### src/rtl/tdm_demux_1_8.sv
// tdm_demux_1_8: 1:8 TDM demultiplexer with frame_sync alignment, HUNT/LOCK framing and saturating error count
module tdm_demux_1_8 #(
  parameter int W    = 8,
  parameter int ERRW = 8
) (
  input  logic             clk,
  input  logic             rst,
  input  logic [W-1:0]     din,
  input  logic             din_valid,
  input  logic             frame_sync,
  output logic [8*W-1:0]   dout,
  output logic [7:0]       ch_valid,
  output logic             frame_done,
  output logic             locked,
  output logic             sync_err,
  output logic [ERRW-1:0]  err_cnt
);
  typedef enum logic {HUNT, LOCK} state_t;
  state_t          state_q, state_d;
  logic [2:0]      slot_q, slot_d, cap_slot;
  logic            cap, err, fd;
  logic [8*W-1:0]  dout_q;
  logic [7:0]      ch_valid_q;
  logic            frame_done_q, sync_err_q;
  logic [ERRW-1:0] err_cnt_q;
  always_comb begin
    state_d  = state_q;
    slot_d   = slot_q;
    cap      = 1'b0;
    err      = 1'b0;
    fd       = 1'b0;
    cap_slot = slot_q;
    if (din_valid) begin
      if (frame_sync) begin
        // any sync restarts the frame at slot 0; only an early one is an error
        cap      = 1'b1;
        cap_slot = 3'd0;
        slot_d   = 3'd1;
        state_d  = LOCK;
        err      = (state_q == LOCK) && (slot_q != 3'd0);
      end else if (state_q == LOCK) begin
        if (slot_q == 3'd0) begin
          err     = 1'b1;
          state_d = HUNT;
        end else begin
          cap    = 1'b1;
          slot_d = slot_q + 3'd1;
          fd     = slot_q == 3'd7;
        end
      end
    end
  end
  always_ff @(posedge clk or posedge rst) begin
    if (rst) begin
      state_q      <= HUNT;
      slot_q       <= '0;
      dout_q       <= '0;
      ch_valid_q   <= '0;
      frame_done_q <= 1'b0;
      sync_err_q   <= 1'b0;
      err_cnt_q    <= '0;
    end else begin
      state_q      <= state_d;
      slot_q       <= slot_d;
      ch_valid_q   <= cap ? (8'd1 << cap_slot) : 8'd0;
      frame_done_q <= fd;
      sync_err_q   <= err;
      if (err && err_cnt_q != '1) err_cnt_q <= err_cnt_q + ERRW'(1);
      if (cap) dout_q[cap_slot*W +: W] <= din;
    end
  end
  assign dout       = dout_q;
  assign ch_valid   = ch_valid_q;
  assign frame_done = frame_done_q;
  assign locked     = state_q == LOCK;
  assign sync_err   = sync_err_q;
  assign err_cnt    = err_cnt_q;
endmodule

### config.mk
export PLATFORM = sky130hd
export DESIGN_NAME = tdm_demux_1_8
export DESIGN_NICKNAME = d
export VERILOG_FILES = /design/src/rtl/tdm_demux_1_8.sv
export SDC_FILE = /design/constraint.sdc
export NUM_CORES = 1
export LEC_CHECK = 0
export CAP_MARGIN = 20
export CORE_MARGIN = 4
export CORE_UTILIZATION = 44
export DETAILED_ROUTE_END_ITERATION = 6
export GPL_TIMING_DRIVEN = 0
export PLACE_DENSITY_LB_ADDON = 0.25
export SYNTH_ARGS = -nofsm -noshare
export SYNTH_HDL_FRONTEND = slang
export SYNTH_SLANG_ARGS = --single-unit
### constraint.sdc
create_clock -name clk -period 2.7 [get_ports clk]
set_clock_uncertainty 0.2 [all_clocks]
set_input_delay 0.405 -clock clk [delete_from_list [all_inputs] [get_ports clk]]
set_output_delay 0.405 -clock clk [all_outputs]
set_load 0.01 [all_outputs]
==> out/metrics.cfg <==
[status]
status=finished, final reports clean

[clock_tree]
h-tree-depth=3
cts-root-buf=clkbuf_8
clockBufferDepth=2
cts_sinks=86
cts_made_buffers=9
cts_hold_buf=0
cts_tree=built
path_clk_slew_ps=90
clk_latency_ps=340

[sta]
period_minus_slack_ps=2591
slew_viol_final=0
rsz0062_at_grt=yes
max_slew_margin_pct=61.96
fin_crit_sh_pct=95.95
setup_viol=0
tightest_slew_ps=567.5
finalHoldViolations=0
fmax_ghz=0.3860
worst_slack_ps=109.3

[logic_synthesis]
yosysSeqAreaShare_pct=60.08
ys_seq_elements=86
yosys-top-cells-area=dfrtp_1 (60%), nand2_1 (11%), o21ai_0 (7.1%), ha_1 (3.8%), mux2_2 (3.1%)
async_flop_share_pct=100.0
yosys_warnings=0
syn_area_per_cell_sq_um=10.12
synth_top_area_cell=dfrtp_1
syn_nets=377
ys_types=34
netlist_instances=354
synthFlopType=dfrtp_1
netlist_area_sq_mm=0.003582
synthTopCellsByCount=nand2_1 (109), dfrtp_1 (86), o21ai_0 (51)
yosysMostFrequentCell=nand2_1
synth_edf_count=0
synth_top_area_share_pct=60.08

[floorplan]
start_util_pct=45.88
coreArea_sq_mm=0.007807
die_h_um=98.23
core.rowCount=32
die-width_um=98.23
ioPinCount=95
dieArea_sq_mm=0.009649

[route]
dr.pass1.iters=4
routed_wl_um=8747
ant_nets=0
avgViaCountPerCell=5.114
drc_errors=0
drt-initial-drc-count=136
vias=2905
post_drt_wl_per_cell_um=15.40

[layout]
register_area_sq_mm=0.002152
drive_gt1_share_pct=11.37
fill_cells=662
multi_input_area_sq_mm=0.001394
final_core_util_pct=63.65
fin_cells=568
layout-area-overhead-vs-synth_pct=38.74
final_nets=484
diodes=0

[place]
dp.cells=550
dp.final_hpwl_um=6426
post-place-ws_ps=-388.3
io_buffers=92
globalplace.congestion=0.8297

[global_route]
grt_pass1_wl_um=14700
grt_overflow=0
grt_usage_pct=19.09
grt_start_max_net_pins=38
antenna_found_initial=0
grt_pass1_vias=2992

[power_and_ir_drop]
vdd_drop_max_v=0.0004886
powerDensity_mw_per_mm2=839.5
leakagePower_uw=0.002216
power_uw=4172

[setup_path]
cp.arrival_ps=2620
timing.rr.end=dout[23]$_DFFE_PP0P_
cp-start-kind=flip-flop
crit_path_max_fanout=10
r2r_slack_ps=110
critPathKind=flip-flop to flip-flop
endpoint_kind=flip-flop
r2r_cells=10
startpoint=slot_q[0]$_DFFE_PP0P_
timing.rr.start=slot_q[0]$_DFFE_PP0P_
critPathRequiredTime_ps=2730

[job]
cap_violations=0

[min_path]
hp-class=primary input to asynchronous set/reset pin

[worst max path at each step]
stage                                 endpoint  slack [ps]  cells past startpoint
after floorplan            dout[0]$_DFFE_PP0P_         -30                      9
after global placement    dout[38]$_DFFE_PP0P_        -320                      9
after detailed placement  dout[37]$_DFFE_PP0P_        -390                      9
after CTS                 dout[23]$_DFFE_PP0P_          40                     11
after global routing      dout[52]$_DFFE_PP0P_         -20                      8
final                     dout[23]$_DFFE_PP0P_         110                     10
[area by class of cell]
cell class | count | share of cell area, %
sequential | 86 | 43.30
multi-input combinational | 245 | 28.05
timing repair buffer | 97 | 19.86
tap | 102 | 2.568
clock buffer | 9 | 2.492
clock inverter | 7 | 1.611
buffer | 12 | 1.284
inverter | 10 | 0.8308
[worst max-delay path: stages (launching register included)]
cell      delay, ps
dfrtp_1         400
a21boi_4        200
inv_2            80
ha_1            240
ha_1            290
clkbuf_8        160
and4b_2         380
nand2_2         140
clkbuf_2        220
nand2_1          90
o21ai_0          70
[metrics by stage]
step	setup TNS (ps)	hold slack (ps)	instance area, sq um
after global placement	-12050	253.7	4657
after detailed placement	-14360	260.3	4697
after CTS	0	176.1	4933
final	0	190.2	4970
after global routing	-25.32	199.4	4970
after floorplan	-214.9	307.0	3608
[layout by cell type, fill, tap and decap left out, types with 4 or more instances in the layout]
master / count
ha_1: 11
clkdlybuf4s50_1: 92
nand2_2: 4
and2_1: 4
and3_1: 8
mux2_2: 9
inv_1: 8
nand4_1: 5
dfrtp_1: 86
nand2_1: 105
o21ai_0: 51
clkbuf_8: 10
nand3_1: 9
a21oi_1: 4
clkbuf_1: 4
nor3_2: 4
[cells by family after synthesis]
logic type	synth area share (%)
flip-flops	60.08
AO/OA/AOI/OAI	10.30
multiplexers	3.423
buffers and inverters	2.445
AND/OR/NAND/NOR	18.93
adder cells (fa/ha/maj)	3.842
XOR/XNOR	0.9782
[per-layer routing]
layer | track usage, % | routed length, um
met1 | 24.79 | 3660
met2 | 30.79 | 4281
met5 | 0 | 0
met4 | 4.622 | 78
met3 | 6.857 | 726
[registers in the layout, summed over array words and instances (netlist names)]
register	count
locked	1
err_cnt	8
sync_err	1
frame_done	1
dout	64
ch_valid	8
slot_q	3
[report_power, final]
group          switching [uW]  internal (uW)  leakage, uW
Combinational             731            770     0.000946
Clock                     477            440     0.000102
Sequential                191           1560      0.00117
[what timing repair did]
| item | 4_1_cts | 5_1_grt |
|---|---|---|
| pin swaps | 1 | 0 |
| endpoints found under the setup margin | 41 | 63 |
| setup buffers | 2 | 1 |
| resized for setup | 6 | 14 |
Power figures use the tool's default switching activity.
